<file path="config.mk">
export PLATFORM = sky130hd
export DESIGN_NAME = pipe_hazard_ctrl
export DESIGN_NICKNAME = d
export VERILOG_FILES = /design/src/rtl/pipe_hazard_ctrl.sv
export SDC_FILE = /design/constraint.sdc
export NUM_CORES = 1
export LEC_CHECK = 0
export ABC_AREA = 1
export BUFFER_PORTS_ARGS = -buffer_cell sky130_fd_sc_hd__buf_2
export CAP_MARGIN = 0
export CORE_ASPECT_RATIO = 2
export CORE_MARGIN = 1.5
export CORE_UTILIZATION = 56
export DETAILED_ROUTE_END_ITERATION = 16
export PLACE_DENSITY = 0.85
export SYNTH_ARGS = -nofsm -noshare
export SYNTH_HDL_FRONTEND = slang
export SYNTH_SLANG_ARGS = --single-unit
</file>
<file path="constraint.sdc">
create_clock -name clk -period 5.76 [get_ports clk]
set_input_delay 0.288 -clock clk [delete_from_list [all_inputs] [get_ports clk]]
set_output_delay 0.288 -clock clk [all_outputs]
set_load 0.01 [all_outputs]
</file>
<file path="src/rtl/pipe_hazard_ctrl.sv">
// pipe_hazard_ctrl: stall/flush/forward control for a 5-stage pipeline.
// It also runs a memory-wait FSM with a timeout and keeps hazard performance counters.
module pipe_hazard_ctrl #(
  parameter int          TIMEOUT_CYCLES = 64,
  parameter int          CNT_W          = 32,
  parameter logic [1:0]  WB_MEM         = 2'b01
) (
  input  logic             clk,
  input  logic             rst,
  input  logic [4:0]       rs1_D,
  input  logic [4:0]       rs2_D,
  input  logic [4:0]       rs1_E,
  input  logic [4:0]       rs2_E,
  input  logic [4:0]       rd_E,
  input  logic             reg_wr_E,
  input  logic [1:0]       sel_wb_E,
  input  logic [4:0]       rd_M,
  input  logic             reg_wr_M,
  input  logic [4:0]       rd_W,
  input  logic             reg_wr_W,
  input  logic             branch_taken_E,
  input  logic             dmem_req_M,
  input  logic             dmem_ready,
  output logic             stall_F,
  output logic             stall_D,
  output logic             stall_E,
  output logic             stall_M,
  output logic             flush_D,
  output logic             flush_E,
  output logic             flush_W,
  output logic [1:0]       fwd_a_E,
  output logic [1:0]       fwd_b_E,
  output logic             mem_err,
  output logic [CNT_W-1:0] stall_cycles,
  output logic [CNT_W-1:0] flush_events
);
  localparam int CW = (TIMEOUT_CYCLES > 1) ? $clog2(TIMEOUT_CYCLES) : 1;
  localparam logic [CW-1:0] CNT_MAX = CW'(TIMEOUT_CYCLES - 1);
  typedef enum logic [1:0] {IDLE = 2'd0, WAIT = 2'd1} state_t;
  state_t state_q, state_d;
  logic [CW-1:0] cnt_q, cnt_d;
  logic mem_err_q, mem_err_d;
  logic [CNT_W-1:0] stall_cycles_q, stall_cycles_d, flush_events_q, flush_events_d;
  logic tmo, mem_stall, lu, br_act, lu_act;
  always_comb begin
    tmo       = (state_q == WAIT) && (cnt_q == CNT_MAX);
    mem_stall = dmem_req_M && !dmem_ready && !tmo;
    lu        = reg_wr_E && sel_wb_E == WB_MEM && rd_E != 5'd0 && (rd_E == rs1_D || rd_E == rs2_D);
    br_act    = !mem_stall && branch_taken_E;
    lu_act    = !mem_stall && lu && !branch_taken_E;
    // The tmo cycle releases to IDLE, so M advances before any new wait can start.
    state_d        = mem_stall ? WAIT : IDLE;
    cnt_d          = (state_q == WAIT && mem_stall) ? cnt_q + 1'b1 : '0;
    mem_err_d      = tmo && dmem_req_M && !dmem_ready;
    stall_cycles_d = stall_cycles_q + {{(CNT_W-1){1'b0}}, mem_stall || lu_act};
    flush_events_d = flush_events_q + {{(CNT_W-1){1'b0}}, br_act};
  end
  always_ff @(posedge clk or negedge rst) begin
    if (!rst) begin
      state_q        <= IDLE;
      cnt_q          <= '0;
      mem_err_q      <= 1'b0;
      stall_cycles_q <= '0;
      flush_events_q <= '0;
    end else begin
      state_q        <= state_d;
      cnt_q          <= cnt_d;
      mem_err_q      <= mem_err_d;
      stall_cycles_q <= stall_cycles_d;
      flush_events_q <= flush_events_d;
    end
  end
  assign stall_F      = mem_stall || lu_act;
  assign stall_D      = mem_stall || lu_act;
  assign stall_E      = mem_stall;
  assign stall_M      = mem_stall;
  assign flush_D      = br_act;
  assign flush_E      = br_act || lu_act;
  assign flush_W      = mem_stall;
  assign fwd_a_E      = (reg_wr_M && rd_M != 5'd0 && rd_M == rs1_E) ? 2'b10 :
                        (reg_wr_W && rd_W != 5'd0 && rd_W == rs1_E) ? 2'b01 : 2'b00;
  assign fwd_b_E      = (reg_wr_M && rd_M != 5'd0 && rd_M == rs2_E) ? 2'b10 :
                        (reg_wr_W && rd_W != 5'd0 && rd_W == rs2_E) ? 2'b01 : 2'b00;
  assign mem_err      = mem_err_q;
  assign stall_cycles = stall_cycles_q;
  assign flush_events = flush_events_q;
endmodule
</file>
# == After elaboration in Yosys (flattened, before gate mapping) ==
# Index checks and enable logic that the tools add are counted.
# classes
addsub,3
n_eq_ne,9
mux,6
reduce_logical,28
# op_table
op,count
$add A32 B1 Y32,2
$eq A5 B5 Y1,6
$logic_and A1 B1 Y1,18
$reduce_bool A5 Y1,3
$add A6 B1 Y6 const B,1
$eq A6 B6 Y1 const B,1
$mux W6,1
$logic_not A1 Y1,4
$mux W2,2
$logic_or A1 B1 Y1,3
$mux W1,3
$eq A2 B1 Y1 const B,1
$eq A1 B1 Y1 const B,1
# totals
regBits,72
inputBits,45
out_inout_bits,76
word_cells,51

# == Longest topological paths before layout ==
# depth
ltp_word,9
ltp_mapped,18

# == Worst setup path before layout ==
# Ideal clock, no wire load.
# synth_path
kind,reg2reg
startpoint,reg cnt_q[0]
endpoint,"reg flush_events_q[26], in the netlist flush_events[26]"
arrival_time_ps,2477
required_time_ps,5643
slack_ps,3166
stages_incl_launch_ff,19
path_cell_list,dfrtp_1 -> ha_1 -> nand2_1 -> inv_1 -> nand2_1 -> nor2_1 -> nand3_1 -> nand3_1 -> inv_1 -> nor2_1 -> ha_1 -> ha_1 -> nand3_2 -> nor3_4 -> nand2_4 -> nor2_4 -> nand3_1 -> nand2_1 -> nand2_1
# synth_via
elab_chain_cells,7
# synth_rtl
element,line,text
start: declaration,41,"logic [CW-1:0] cnt_q, cnt_d;"
start signal: assignment,67,cnt_q <= cnt_d;
$eq A6 B6 Y1,46,tmo = (state_q == WAIT) && (cnt_q == CNT_MAX);
$logic_and A1 B1 Y1,46,
$logic_not A1 Y1,47,mem_stall = dmem_req_M && !dmem_ready && !tmo;
$logic_and A1 B1 Y1,47,
via flush_W,30,"output logic flush_W,"
$logic_not A1 Y1,49,br_act = !mem_stall && branch_taken_E;
$logic_and A1 B1 Y1,49,
via flush_D,28,"output logic flush_D,"
$add A32 B1 Y32,56,"flush_events_d = flush_events_q + {{(CNT_W-1){1'b0}}, br_act};"
via flush_events_d[26],43,"logic [CNT_W-1:0] stall_cycles_q, stall_cycles_d, flush_events_q, flush_events_d;"
end signal: assignment,70,flush_events_q <= flush_events_d;
end: declaration,43,
# The timed path passes the listed nets, and every way through them passes these cells.

# == Final worst setup path ==
# layout_path
startpoint,reg cnt_q[0]
endpoint,"reg flush_events_q[26], in the netlist flush_events[26]"
# layout_via
elab_chain_cells,7
# layout_rtl
element,line
$eq A6 B6 Y1,46
$logic_and A1 B1 Y1,46
$logic_not A1 Y1,47
$logic_and A1 B1 Y1,47
$logic_not A1 Y1,49
$logic_and A1 B1 Y1,49
$add A32 B1 Y32,56
via flush_events_d[26],43
# The timed path passes the listed nets, and every way through them passes these cells.

==> impl_metrics.py <==
metrics = {
    "status": {
        "status": "complete, no violations",
    },
    "synthesis": {
        "synth_adder_area_share": 0.0151,
        "synth_top_family_by_area": "simple AND/OR/NAND/NOR gates",
        "synthXorXnorAreaFrac": 0.163,
        "synth-simple-area-share": 0.324,
        "ys_seq_area_frac": 0.436,
        "syn_area_um2": 4130,
        "syn_avg_cell_area_um2": 8.12,
        "synth_cell_types": 25,
        "synth_mux_area_frac": 0,
        "netlist.area_leader.share": 0.436,
        "synth_seq_cells": 72,
        "ys.warnings.count": 0,
        "synth_ff_type": "dfrtp_1",
        "yosysMostFrequentCell": "nand2_1",
        "syn_nets": 559,
        "syn_inst": 509,
        "synth-async-reset-ratio": 1.00,
        "synth-edff-count": 0,
        "synthTopCellsByArea": "dfrtp_1 (44%), nand2_1 (12%), xnor2_1 (8.9%), xor2_1 (7.4%), nor2_1 (6.4%)",
        "synth_top_cell_by_area": "dfrtp_1",
        "synth_commonest_cells": "nand2_1 (135), dfrtp_1 (72), nor2_1 (70)",
        "synth-compound-area-share": 0.00363,
    },
    "grt": {
        "track_usage": 0.294,
        "gr-total-overflow": 0,
        "grt_pass1_wl_um": 17900,
        "grt_max_degree": 73,
        "antenna_found_initial": 0,
        "grt_pass1_vias": 3925,
    },
    "power_and_ir_drop": {
        "vdd.ir_drop.worst_mv": 0.207,
        "power.leakage_nw": 2.72,
        "intPower_mw": 0.968,
        "power_frac_seq": 0.448,
        "clockPowerShare": 0.406,
        "swShare": 0.283,
        "power_frac_comb": 0.146,
        "powerDensity_nw_per_um2": 264,
        "switchingPower_mw": 0.383,
    },
    "cts": {
        "cts-root-buf": "clkbuf_16",
        "htreeDepth": 3,
        "ctsHoldBuffers": 0,
        "cts_sinks": 72,
        "clk_latency_ns": 0.34,
        "postCtsSetupRepairBufs": 0,
        "cts_tree": "done",
        "clk_path_buf_depth": 2,
        "cts-resized-gates": 0,
        "clkTransAtPathRegs_ns": 0.06,
        "cts_made_buffers": 9,
    },
    "layout": {
        "final_cells": 735,
        "fin_util": 0.710,
        "synthToLayoutAreaGrowth_pct": 24.0,
        "antenna_cells": 0,
        "nets": 688,
        "drive_above_1_share": 0.246,
        "fin_area_um2": 5120,
    },
    "critical_path": {
        "start_kind": "flip-flop",
        "worstSetupEndpointType": "flip-flop",
        "worstSetupPathType": "flip-flop to flip-flop",
        "arrival_ns": 3.04,
        "crit_fanout": 6,
        "required_ns": 5.99,
    },
    "drt": {
        "drt-initial-drc-count": 284,
        "drtAntennaViolNets": 0,
        "wl_um": 11000,
        "vias_per_cell": 5.34,
        "vias": 3924,
        "drc": 0,
        "wl_per_cell_um": 15.0,
        "drt-pass1-iter-count": 4,
    },
    "timing": {
        "tightest_slew_ns": 0.891,
        "fin_skew_ns": 0.00586,
        "finalCritPeriodShare": 0.488,
        "min_period_ns": 2.81,
        "fmax_mhz": 356,
        "finalSetupViolCount": 0,
        "tns_ns": 0,
        "hold_slack_ns": 0.141,
        "slew_headroom": 0.406,
        "drv_slew": 0,
        "rsz0062_at_grt": "no",
        "hold_violations": 0,
    },
    "floorplan": {
        "dieArea_um2": 7930,
        "die-height_um": 124,
        "rows": 44,
        "ios": 121,
        "core_area_um2": 7210,
        "start_util": 0.573,
        "dieWidth_um": 63.7,
    },
    "placement": {
        "dpl.hpwl_um": 8800,
        "dp.cells": 719,
        "place_congestion": 0.974,
        "io_buffers": 120,
        "place_area_um2": 4830,
    },
    "min_path": {
        "hold_path_class": "input pin to asynchronous set/reset pin",
    },
    "flow_run": {
        "cap_violations": 0,
    },
}
-- placed cells by master (no fill, tap or decap), types with 3 or more instances in the layout --
cell type and instances:
xnor2_1 42, xor2_1 35, nand2_1 135, nor3_2 4, nand3_2 5, nor2_2 4, nand3_1 14, nand3b_1 4
ha_1 5, nand2_2 3, buf_2 120, nand4_1 19, nor3_1 25, dfrtp_1 72, inv_1 57, nor2_1 70
clkbuf_16 9
-- area by class of cell --
type,instances,area [um^2]
fillers,550,2090
inverters,58,218
flip-flops and latches,72,1800
clock buffers,11,233
well taps,92,115
multi-input cells,376,2090
clock inverters,5,56.3
repair buffers,121,608
-- stage by stage --
stage | worst slack, ns | total power, mW
2_1_floorplan | 3.17 | 0.706
3_3_place_gp | 3.20 | 0.800
3_5_place_dp | 2.96 | 0.812
4_1_cts | 2.93 | 1.36
5_1_grt | 2.69 | 1.40
6_report | 2.95 | 1.35
-- per-layer routing --
layer	track usage	vias up	wire length, um
met5	0	-	0
met4	0.214	0	799
met3	0.0551	52	492
met2	0.536	185	6010
met1	0.282	1837	3690
li1	-	1850	-
-- path summary, 6_finish.rpt --
kind | from | end | slack [ns] | depth (start not counted)
worst max register to register | cnt_q[0]$_DFF_PN0_ | flush_events[26]$_DFF_PN0_ | 2.95 | 18
worst min-delay path | rst | stall_cycles[19]$_DFF_PN0_ | 0.14 | 2
min in group clk | dmem_req_M | mem_err$_DFF_PN0_ | 0.20 | 3
worst min register to register | cnt_q[0]$_DFF_PN0_ | cnt_q[0]$_DFF_PN0_ | 0.46 | 1
worst max-delay path | cnt_q[0]$_DFF_PN0_ | flush_events[26]$_DFF_PN0_ | 2.95 | 18
max in group asynchronous | rst | stall_cycles[0]$_DFF_PN0_ | 5.02 | 2
-- worst max-delay path: stages (launching register included) --
cell     delay [ns]
dfrtp_1        0.37
ha_1           0.17
nand2_1        0.05
inv_1          0.06
nand2_1        0.07
nor2_1         0.13
nand3_1        0.13
nand3_1        0.12
inv_1          0.10
nor2_1         0.16
ha_1           0.22
ha_1           0.23
nand3_2        0.17
nor3_4         0.29
nand2_4        0.10
nor2_4         0.14
nand3_1        0.08
nand2_1        0.06
nand2_1        0.05
-- logic make-up (layout without fill, tap and decap cells) --
group / count (synthesis) / count (layout)
and+or+nand+nor: 291 / 291
xor gates and xnor gates: 77 / 77
buffers and inverters: 61 / 195
AOI/OAI and AO/OA: 3 / 3
adders and majority gates: 5 / 5
DFF: 72 / 72
-- state kept, by name, indices dropped and copies added (netlist names) --
name          count
mem_err           1
state_q           1
cnt_q             6
stall_cycles     32
flush_events     32
-- power groups by stage --
| stage | clock (mW) | sequential, mW | combinational (mW) |
|---|---|---|---|
| 2_1_floorplan | 0 | 0.624 | 0.0826 |
| 3_3_place_gp | 0 | 0.609 | 0.192 |
| 3_5_place_dp | 0 | 0.612 | 0.199 |
| 4_1_cts | 0.556 | 0.604 | 0.201 |
| 5_1_grt | 0.574 | 0.611 | 0.219 |
| 6_report | 0.548 | 0.605 | 0.198 |
(Power assumes the default switching activity.)
